**src/rtl/rx_anc_phase_seq_pkg.sv**
```systemverilog
// Shared types and defaults for the RX ANC multi-tone phase sequencer.
// Latency: n/a (declarations only).
// Backpressure: n/a.
package rx_anc_pkg;

    localparam int DEF_PHASE_WIDTH = 24;
    localparam int DEF_COUNT_WIDTH = 24;
    localparam int DEF_NUM_TONES   = 4;
    localparam int DEF_INC_VAL     = 2048;

    // Sequencer control states.
    typedef enum logic [1:0] {
        ST_IDLE  = 2'd0,
        ST_RUN   = 2'd1,
        ST_DRAIN = 2'd2
    } state_e;

    // Width of a tone index. Never less than one bit, so a single-tone table still has an address.
    function automatic int idx_w(input int n);
        return (n <= 2) ? 1 : $clog2(n);
    endfunction

endpackage

```
**src/rtl/rx_anc_phase_seq_if.sv**
```systemverilog
// Phase-word output stream plus per-word status of the phase sequencer.
// Latency: n/a (wires only).
// Backpressure: m_phase_tready from the consumer stalls the producer.
interface rx_anc_phase_seq_if
    import rx_anc_pkg::*;
#(
    parameter int PHASE_WIDTH = DEF_PHASE_WIDTH,
    parameter int COUNT_WIDTH = DEF_COUNT_WIDTH,
    parameter int IDX_W       = 2
);
    logic [PHASE_WIDTH-1:0] m_phase_tdata;
    logic                   m_phase_tvalid;
    logic                   m_phase_tlast;
    logic                   m_phase_tready;
    logic                   seq_last;
    logic [IDX_W-1:0]       tone_idx;
    logic [COUNT_WIDTH-1:0] sample_cnt;
    logic                   busy;

    modport master (
        output m_phase_tdata, m_phase_tvalid, m_phase_tlast, seq_last,
               tone_idx, sample_cnt, busy,
        input  m_phase_tready
    );

    modport slave (
        input  m_phase_tdata, m_phase_tvalid, m_phase_tlast, seq_last,
               tone_idx, sample_cnt, busy,
        output m_phase_tready
    );
endinterface

```
**src/rtl/rx_anc_phase_seq_tone_table.sv**
```systemverilog
// Phase-increment table: NUM_TONES registers, one write port, one combinational read port.
// Latency: a write at edge k is readable right after edge k.
// Backpressure: none; writes are always accepted, out-of-range addresses are dropped.
module rx_anc_tone_table
    import rx_anc_pkg::*;
#(
    parameter int PHASE_WIDTH = DEF_PHASE_WIDTH,
    parameter int NUM_TONES   = DEF_NUM_TONES,
    parameter int IDX_W       = 2,
    parameter int DEF_INC     = DEF_INC_VAL
) (
    input  logic                   clk,
    input  logic                   reset_n,
    input  logic                   wr_en,
    input  logic [IDX_W-1:0]       wr_addr,
    input  logic [PHASE_WIDTH-1:0] wr_data,
    input  logic [IDX_W-1:0]       rd_addr,
    output logic [PHASE_WIDTH-1:0] rd_data
);

    logic [PHASE_WIDTH-1:0] tbl_q [NUM_TONES];
    logic [PHASE_WIDTH-1:0] tbl_d [NUM_TONES];

    // Address decode: an address with no matching entry simply writes nothing.
    always_comb begin
        tbl_d = tbl_q;
        for (int i = 0; i < NUM_TONES; i++) begin
            if (wr_en && (wr_addr == IDX_W'(i))) begin
                tbl_d[i] = wr_data;
            end
        end
    end

    // Table storage; only the hard reset restores the defaults.
    always_ff @(posedge clk or negedge reset_n) begin
        if (!reset_n) begin
            for (int i = 0; i < NUM_TONES; i++) begin
                tbl_q[i] <= PHASE_WIDTH'(DEF_INC);
            end
        end else begin
            tbl_q <= tbl_d;
        end
    end

    // Read mux written as a compare loop so non-power-of-two depths never index past the array.
    always_comb begin
        rd_data = PHASE_WIDTH'(DEF_INC);
        for (int i = 0; i < NUM_TONES; i++) begin
            if (rd_addr == IDX_W'(i)) begin
                rd_data = tbl_q[i];
            end
        end
    end

endmodule

```
**src/rtl/rx_anc_phase_seq.sv**
```systemverilog
// Multi-tone phase sequencer: per-sample phase words, each tone dwelling cfg_nsig samples.
// Latency: first word valid one cycle after enable is sampled in IDLE; 1 word/cycle after that.
// Backpressure: every output holds while tvalid & !tready; state advances only on accepted beats.
module rx_anc_phase_seq
    import rx_anc_pkg::*;
#(
    parameter int                     PHASE_WIDTH = DEF_PHASE_WIDTH,
    parameter int                     COUNT_WIDTH = DEF_COUNT_WIDTH,
    parameter int                     NUM_TONES   = DEF_NUM_TONES,
    parameter logic [PHASE_WIDTH-1:0] START_PH    = '0,
    parameter int                     DEF_INC     = DEF_INC_VAL,
    localparam int                    IDX_W       = idx_w(NUM_TONES)
) (
    input  logic                   clk,
    input  logic                   reset_n,
    input  logic                   srst,
    input  logic                   enable,
    input  logic                   cfg_we,
    input  logic [IDX_W-1:0]       cfg_addr,
    input  logic [PHASE_WIDTH-1:0] cfg_inc,
    input  logic [COUNT_WIDTH-1:0] cfg_nsig,
    input  logic [IDX_W:0]         cfg_ntones,
    rx_anc_phase_seq_if.master     phase_if
);

    localparam logic [IDX_W:0] NT_MAX = (IDX_W+1)'(NUM_TONES);

    state_e                 state_q, state_d;
    logic [PHASE_WIDTH-1:0] phase_q, phase_d;
    logic [PHASE_WIDTH-1:0] inc_q, inc_d;
    logic [COUNT_WIDTH-1:0] count_q, count_d;
    logic [COUNT_WIDTH-1:0] nsig_q, nsig_d;
    logic [IDX_W-1:0]       tone_q, tone_d;
    logic [IDX_W:0]         ntones_q, ntones_d;
    logic                   tlast_q, tlast_d;
    logic                   seq_last_q, seq_last_d;
    logic                   valid_q, valid_d;

    logic                   accept;
    logic                   cfg_ok;
    logic                   last_tone;
    logic                   load_cfg;
    logic [IDX_W:0]         ntones_clamp;
    logic [IDX_W-1:0]       tone_ld;
    logic [COUNT_WIDTH-1:0] nsig_ld;
    logic [IDX_W:0]         ntones_ld;
    logic                   ld_tlast;
    logic                   ld_seq;
    logic [PHASE_WIDTH-1:0] tbl_rd;

    // A beat moves only when a registered word is on the bus and the consumer takes it.
    assign accept       = valid_q & phase_if.m_phase_tready;
    assign cfg_ok       = (cfg_ntones != '0) && (cfg_nsig != '0);
    assign ntones_clamp = (cfg_ntones > NT_MAX) ? NT_MAX : cfg_ntones;
    assign last_tone    = ({1'b0, tone_q} == (ntones_q - (IDX_W+1)'(1)));

    // Configuration is re-sampled at sequence start and at each wrap back to tone 0.
    assign load_cfg  = (state_q == ST_IDLE) || (tlast_q && last_tone);
    assign tone_ld   = ((state_q == ST_IDLE) || last_tone) ? '0 : (tone_q + IDX_W'(1));
    assign nsig_ld   = load_cfg ? cfg_nsig     : nsig_q;
    assign ntones_ld = load_cfg ? ntones_clamp : ntones_q;
    assign ld_tlast  = (nsig_ld == COUNT_WIDTH'(1));
    assign ld_seq    = ld_tlast && ({1'b0, tone_ld} == (ntones_ld - (IDX_W+1)'(1)));

    rx_anc_tone_table #(
        .PHASE_WIDTH (PHASE_WIDTH),
        .NUM_TONES   (NUM_TONES),
        .IDX_W       (IDX_W),
        .DEF_INC     (DEF_INC)
    ) u_tbl (
        .clk     (clk),
        .reset_n (reset_n),
        .wr_en   (cfg_we),
        .wr_addr (cfg_addr),
        .wr_data (cfg_inc),
        .rd_addr (tone_ld),
        .rd_data (tbl_rd)
    );

    // State register.
    always_ff @(posedge clk or negedge reset_n) begin
        if (!reset_n) begin
            state_q <= ST_IDLE;
        end else begin
            state_q <= state_d;
        end
    end

    // Next state: start on a usable config, drain to the dwell end when enable drops.
    always_comb begin
        state_d = state_q;
        if (srst) begin
            state_d = ST_IDLE;
        end else begin
            case (state_q)
                ST_IDLE: begin
                    if (enable && cfg_ok) begin
                        state_d = ST_RUN;
                    end
                end
                ST_RUN, ST_DRAIN: begin
                    if (accept && tlast_q && !enable) begin
                        state_d = ST_IDLE;
                    end else if (accept && tlast_q && last_tone && !cfg_ok) begin
                        state_d = ST_IDLE;
                    end else if (!enable) begin
                        state_d = ST_DRAIN;
                    end else begin
                        state_d = ST_RUN;
                    end
                end
                default: state_d = ST_IDLE;
            endcase
        end
    end

    // Datapath: load a dwell, step the accumulator, or clear outputs when falling back to IDLE.
    always_comb begin
        phase_d    = phase_q;
        inc_d      = inc_q;
        count_d    = count_q;
        nsig_d     = nsig_q;
        tone_d     = tone_q;
        ntones_d   = ntones_q;
        tlast_d    = tlast_q;
        seq_last_d = seq_last_q;
        valid_d    = (state_d != ST_IDLE);
        if (srst || ((state_q != ST_IDLE) && (state_d == ST_IDLE))) begin
            phase_d    = START_PH;
            count_d    = '0;
            tone_d     = '0;
            tlast_d    = 1'b0;
            seq_last_d = 1'b0;
        end else if (((state_q == ST_IDLE) && (state_d == ST_RUN)) || (accept && tlast_q)) begin
            phase_d    = START_PH;
            count_d    = COUNT_WIDTH'(1);
            tone_d     = tone_ld;
            inc_d      = tbl_rd;
            nsig_d     = nsig_ld;
            ntones_d   = ntones_ld;
            tlast_d    = ld_tlast;
            seq_last_d = ld_seq;
        end else if (accept) begin
            phase_d    = phase_q + inc_q;
            count_d    = count_q + COUNT_WIDTH'(1);
            tlast_d    = ((count_q + COUNT_WIDTH'(1)) == nsig_q);
            seq_last_d = ((count_q + COUNT_WIDTH'(1)) == nsig_q) && last_tone;
        end
    end

    // Datapath and output registers.
    always_ff @(posedge clk or negedge reset_n) begin
        if (!reset_n) begin
            phase_q    <= START_PH;
            inc_q      <= PHASE_WIDTH'(DEF_INC);
            count_q    <= '0;
            nsig_q     <= '0;
            tone_q     <= '0;
            ntones_q   <= '0;
            tlast_q    <= 1'b0;
            seq_last_q <= 1'b0;
            valid_q    <= 1'b0;
        end else begin
            phase_q    <= phase_d;
            inc_q      <= inc_d;
            count_q    <= count_d;
            nsig_q     <= nsig_d;
            tone_q     <= tone_d;
            ntones_q   <= ntones_d;
            tlast_q    <= tlast_d;
            seq_last_q <= seq_last_d;
            valid_q    <= valid_d;
        end
    end

    assign phase_if.m_phase_tdata  = phase_q;
    assign phase_if.m_phase_tvalid = valid_q;
    assign phase_if.m_phase_tlast  = tlast_q;
    assign phase_if.seq_last       = seq_last_q;
    assign phase_if.tone_idx       = tone_q;
    assign phase_if.sample_cnt     = count_q;
    assign phase_if.busy           = valid_q;

endmodule

```
**src/flat_wrapper.sv**
```systemverilog
// flat-port wrapper written by rule: the top's interface ports become plain ports
module rx_anc_phase_seq_flat import rx_anc_pkg::*;
#(
    parameter int                     PHASE_WIDTH = DEF_PHASE_WIDTH,
    parameter int                     COUNT_WIDTH = DEF_COUNT_WIDTH,
    parameter int                     NUM_TONES   = DEF_NUM_TONES,
    parameter logic [PHASE_WIDTH-1:0] START_PH    = '0,
    parameter int                     DEF_INC     = DEF_INC_VAL,
    localparam int                    IDX_W       = idx_w(NUM_TONES)
)
  (clk, reset_n, srst, enable, cfg_we, cfg_addr, cfg_inc, cfg_nsig, cfg_ntones, phase_if_m_phase_tdata, phase_if_m_phase_tvalid, phase_if_m_phase_tlast, phase_if_seq_last, phase_if_tone_idx, phase_if_sample_cnt, phase_if_busy, phase_if_m_phase_tready);
  rx_anc_phase_seq_if #(.PHASE_WIDTH(PHASE_WIDTH), .COUNT_WIDTH(COUNT_WIDTH), .IDX_W((2))) phase_if_i ();
  input  logic clk;
  input  logic reset_n;
  input  logic srst;
  input  logic enable;
  input  logic cfg_we;
  input  logic [IDX_W-1:0] cfg_addr;
  input  logic [PHASE_WIDTH-1:0] cfg_inc;
  input  logic [COUNT_WIDTH-1:0] cfg_nsig;
  input  logic [IDX_W:0] cfg_ntones;
  output wire logic [$bits(phase_if_i.m_phase_tdata)-1:0] phase_if_m_phase_tdata;
  output wire logic [$bits(phase_if_i.m_phase_tvalid)-1:0] phase_if_m_phase_tvalid;
  output wire logic [$bits(phase_if_i.m_phase_tlast)-1:0] phase_if_m_phase_tlast;
  output wire logic [$bits(phase_if_i.seq_last)-1:0] phase_if_seq_last;
  output wire logic [$bits(phase_if_i.tone_idx)-1:0] phase_if_tone_idx;
  output wire logic [$bits(phase_if_i.sample_cnt)-1:0] phase_if_sample_cnt;
  output wire logic [$bits(phase_if_i.busy)-1:0] phase_if_busy;
  input wire logic [$bits(phase_if_i.m_phase_tready)-1:0] phase_if_m_phase_tready;
  assign phase_if_m_phase_tdata = phase_if_i.m_phase_tdata;
  assign phase_if_m_phase_tvalid = phase_if_i.m_phase_tvalid;
  assign phase_if_m_phase_tlast = phase_if_i.m_phase_tlast;
  assign phase_if_seq_last = phase_if_i.seq_last;
  assign phase_if_tone_idx = phase_if_i.tone_idx;
  assign phase_if_sample_cnt = phase_if_i.sample_cnt;
  assign phase_if_busy = phase_if_i.busy;
  assign phase_if_i.m_phase_tready = phase_if_m_phase_tready;
  rx_anc_phase_seq #(.PHASE_WIDTH(PHASE_WIDTH), .COUNT_WIDTH(COUNT_WIDTH), .NUM_TONES(NUM_TONES), .START_PH(START_PH), .DEF_INC(DEF_INC)) u_core (.clk(clk), .reset_n(reset_n), .srst(srst), .enable(enable), .cfg_we(cfg_we), .cfg_addr(cfg_addr), .cfg_inc(cfg_inc), .cfg_nsig(cfg_nsig), .cfg_ntones(cfg_ntones), .phase_if(phase_if_i));
endmodule
```
**config.mk**
```make
export PLATFORM = sky130hd
export DESIGN_NAME = rx_anc_phase_seq_flat
export DESIGN_NICKNAME = d
export VERILOG_FILES = /design/src/rtl/rx_anc_phase_seq_pkg.sv /design/src/rtl/rx_anc_phase_seq_if.sv /design/src/rtl/rx_anc_phase_seq_tone_table.sv /design/src/rtl/rx_anc_phase_seq.sv /design/src/flat_wrapper.sv
export SDC_FILE = /design/constraint.sdc
export NUM_CORES = 1
export LEC_CHECK = 0
export CAP_MARGIN = 40
export CORE_MARGIN = 5
export CORE_UTILIZATION = 30
export CTS_CLUSTER_DIAMETER = 30
export DETAILED_ROUTE_END_ITERATION = 6
export SETUP_SLACK_MARGIN = 0.1
export SLEW_MARGIN = 25
export SYNTH_ARGS = -nofsm -noshare
export SYNTH_HDL_FRONTEND = slang
export SYNTH_SLANG_ARGS = --single-unit
export TNS_END_PERCENT = 1
```
**constraint.sdc**
```tcl
create_clock -name clk -period 3.25 [get_ports clk]
set_input_delay 0.65 -clock clk [delete_from_list [all_inputs] [get_ports clk]]
set_output_delay 0.65 -clock clk [all_outputs]
set_load 0.005 [all_outputs]
```
==> implementation parameters <==
Parameter                              Value

Die
  Effective utilization at floorplan    0.303
  Core area    0.0364 sq mm
  Die X    202 um
  Die Ht    202 um
  I/O pin count    113
  Die area    0.0407 sq mm
  Standard-cell row count    70

Logic synthesis
  Combinational family with the most area after synthesis    multiplexers
  Number of unique standard cell types used by synthesis    68
  Most used flip-flop cell after synthesis    sky130_fd_sc_hd__dfrtp_1
  Mux cell area share after synthesis    0.158
  Fraction of the mapped netlist area in compound gates    0.119
  Synth warn    0
  Post-Syn Instances    1047
  Synthesized area per cell    10.5 sq um
  Post-Synthesis Cell Area    0.0110 sq mm
  Post-synthesis share of cell area spent on and, or, nand and nor gates    0.139
  Number of flops mapped to enable cells by yosys    0
  Synthesized Nets    1135
  Total of flip-flops plus latches after synthesis    202
  Xor/xnor cell area share of the yosys netlist    0.0635
  Post-synthesis share of cell area spent on full adders, half adders and majority gates    0.0336
  Sequential element share of the synthesized area    0.459
  Ys async rst share    1.00

Timing
  Maximum clock frequency    0.330 GHz
  Headroom to the max-slew limit    0.514
  Slew at the pin with the worst max-slew slack    0.730 ns
  Min Tclk post-route    3.03 ns
  Unrepaired setup endpoints after global routing    yes
  Final hold violation count    0
  # setup viols final    0
  Min setup slack post-route    0.220 ns
  Fraction of the cycle the final worst path needs    0.932
  Fin Setup TNS    0 ns
  Number of slew-limit violations in the final report    0
  Clock skew    0.0303 ns

Power
  Post-layout total power    11800 uW
  Highest ir drop seen on vdd    0.389 mV
  P_int    8280 uW
  Power share of the sequential group    0.306
  Combinational share of power    0.239
  Lkg Pwr    0.00625 uW
  Clk network pwr share    0.455
  Net Sw Frac    0.295
  P_sw    3470 uW
  Power density over cell area    786 mW/mm^2

Flow run
  Reported max-cap violation count    0

Critical path
  Kind of start point of the critical path    input port
  Critical Path Sink Type    flip-flop
  Required time reported for the critical path endpoint    3.68 ns
  Crit Path Max Fanout    13
  Arrival time at the worst endpoint    3.46 ns
  Crit Path Category    in -> reg

Layout
  Proportion of layout cells with a drive suffix above 1    0.251
  Net count reported at finish    1308
  Antenna fix cells    0
  Area grow syn2layout    35.5%
  Filler cell count in the final layout    3549

Detailed routing
  Avg WL per Cell    17.1 um
  Number of nets still failing antenna checks after routing    0
  WL final    29600 um
  TritonRoute pass-1 iters    6
  Routed vias    8620
  Vias/cell    4.99
  DR DRC count    0
  Detailed router's first-iteration violation count    432

Clock network
  Maximum count of clock buffers along a single path    3
  Clock Pin Slew Worst Setup and Hold Paths    0.04 ns
  Clock sink count    202
  CTS tree    done
  Cts-stage hold buffer count    0
  TritonCTS Buffers    51
  Clock root buffer master    sky130_fd_sc_hd__clkbuf_16
  Clock Latency Late Sink    0.57 ns
  Number of levels in the clock H-tree    2
  Post-CTS setup buffers    0

GRT
  Total global routing track utilization    0.146
  Number of global-route vias before repair    8825
  Residual overflow from global routing    0
  Maximum number of pins on one net before global-route repair    89
  Wire length of the first global-routing pass    48900 um
  Antenna violations before repair    2

Placement
  Weighted congestion at the end of routability-driven global placement    0.832
  Detail Placement HPWL    20400 um
  Pre-CTS WS    -0.538 ns
  Port Buffers    112

Run status
  Run status    completed

Worst hold path
  Hold WC Path Type    in -> async
[power groups by stage]
| stage | Clock, uW | Sequential (uW) | Combinational [uW] |
|---|---|---|---|
| after global placement | 0 | 3600 | 2750 |
| final | 5350 | 3590 | 2810 |
| after floorplan | 0 | 3460 | 1960 |
| after global routing | 5600 | 3680 | 3120 |
| after detailed placement | 0 | 3620 | 2820 |
| after CTS | 5460 | 3600 | 2830 |
[state kept, by name, indices dropped and copies added, names as in the netlist]
register	flops
u_core.u_tbl.tbl_q	96
u_core.phase_if.seq_last	1
u_core.nsig_q	24
u_core.inc_q	24
u_core.phase_if.m_phase_tdata	24
u_core.phase_if.m_phase_tlast	1
u_core.ntones_q	3
u_core.state_q	2
u_core.phase_if.tone_idx	2
u_core.phase_if.busy	1
u_core.phase_if.sample_cnt	24
[synthesized netlist by cell type (all sizes together) (18+ instances only)]
cell type    n  area (sq um)
nor3        42           210
mux2       145          1710
clkbuf      47           176
xnor2       54           473
nor2        74           280
o221ai      24           210
nor2b       26           163
ha          28           350
dfrtp      197          4930
nand2       81           307
nand3       18          90.1
a21oi       51           255
xor2        26           228
o21ai       68           340
[stage by stage]
step | util | instance area (sq um) | hold slack [ns] | cells
floorplan | - | 11000 | 0.354 | 1047
global placement | 0.357 | 13000 | 0.455 | 1633
detailed placement | 0.358 | 13100 | 0.465 | 1634
CTS | 0.409 | 14900 | 0.155 | 1728
global route | 0.410 | 14900 | 0.177 | 1729
finish | 0.410 | 14900 | 0.119 | 1729
[cells in the final DEF (no fill, tap or decap), types with 24 or more instances in the layout]
cell type	synthesis	layout
sky130_fd_sc_hd__dfrtp_1	197	196
sky130_fd_sc_hd__mux2_2	120	120
sky130_fd_sc_hd__clkdlybuf4s50_1	0	111
sky130_fd_sc_hd__nand2_1	80	80
sky130_fd_sc_hd__nor2_1	73	73
sky130_fd_sc_hd__buf_4	2	61
sky130_fd_sc_hd__xnor2_1	54	54
sky130_fd_sc_hd__a21oi_1	51	51
sky130_fd_sc_hd__clkbuf_16	0	51
sky130_fd_sc_hd__nor3_1	42	42
sky130_fd_sc_hd__o21ai_0	41	41
sky130_fd_sc_hd__ha_1	28	28
sky130_fd_sc_hd__o21ai_1	27	27
sky130_fd_sc_hd__xor2_1	26	26
sky130_fd_sc_hd__nor2b_1	26	26
sky130_fd_sc_hd__o221ai_1	24	24
[routing by layer]
| metal | part of all wire | GRT usage |
|---|---|---|
| met5 | 0.0011 | 0 |
| met4 | 0.025 | 0.0518 |
| met3 | 0.049 | 0.0340 |
| met2 | 0.45 | 0.226 |
| met1 | 0.47 | 0.202 |
[area by class of cell]
| cell class | instances | area, sq um | area share |
|---|---|---|---|
| Clock inverter | 24 | 387 | 0.0259 |
| Clock buffer | 70 | 1470 | 0.0982 |
| Timing Repair Buffer | 178 | 1700 | 0.114 |
| Multi-Input combinational cell | 773 | 5700 | 0.381 |
| Tap cell | 468 | 586 | 0.0392 |
| Sequential cell | 202 | 5060 | 0.339 |
| Inverter | 14 | 52.6 | 0.00352 |
[path summary, 6_finish.rpt]
path	startpoint	end	slack, ns	depth (start not counted)
worst max-delay path	cfg_nsig[11]	u_core.nsig_q[19]	0.22	11
worst min-delay path	reset_n	u_core.phase_if.sample_cnt[5]	0.12	1
worst max register to register	u_core.ntones_q[1]	u_core.nsig_q[19]	0.26	12
worst min register to register	u_core.inc_q[11]	u_core.inc_q[11]	0.47	2
max in group asynchronous	reset_n	u_core.u_tbl.tbl_q[59]	2.24	2
min in group clk	u_core.inc_q[11]	u_core.inc_q[11]	0.47	2
[worst max-delay path, cell delays in order]
cell and delay, ns:
sky130_fd_sc_hd__clkdlybuf4s50_1 0.42, sky130_fd_sc_hd__nor4_1 0.49, sky130_fd_sc_hd__nand4_1 0.23, sky130_fd_sc_hd__o311ai_2 0.40
sky130_fd_sc_hd__a21boi_1 0.11, sky130_fd_sc_hd__o21a_1 0.24, sky130_fd_sc_hd__a21boi_4 0.14, sky130_fd_sc_hd__or2_2 0.16
sky130_fd_sc_hd__nor2_4 0.11, sky130_fd_sc_hd__buf_16 0.19, sky130_fd_sc_hd__mux2_4 0.30
[cells by family (layout without fill, tap and decap cells)]
| group | count (synthesis) | in the layout |
|---|---|---|
| AO/OA/AOI/OAI | 207 | 207 |
| XOR/XNOR | 80 | 80 |
| adder cells (fa/ha/maj) | 29 | 29 |
| buffers and inverters | 72 | 286 |
| flip-flops | 202 | 202 |
| multiplexers | 149 | 149 |
| AND/OR/NAND/NOR | 308 | 308 |
[timing repair]
item | CTS | global route
endpoints found under the hold margin | 0 | 0
setup endpoints to repair | 13 | 12
gates resized for setup | 1 | 2
Power figures use the tool's default switching activity.
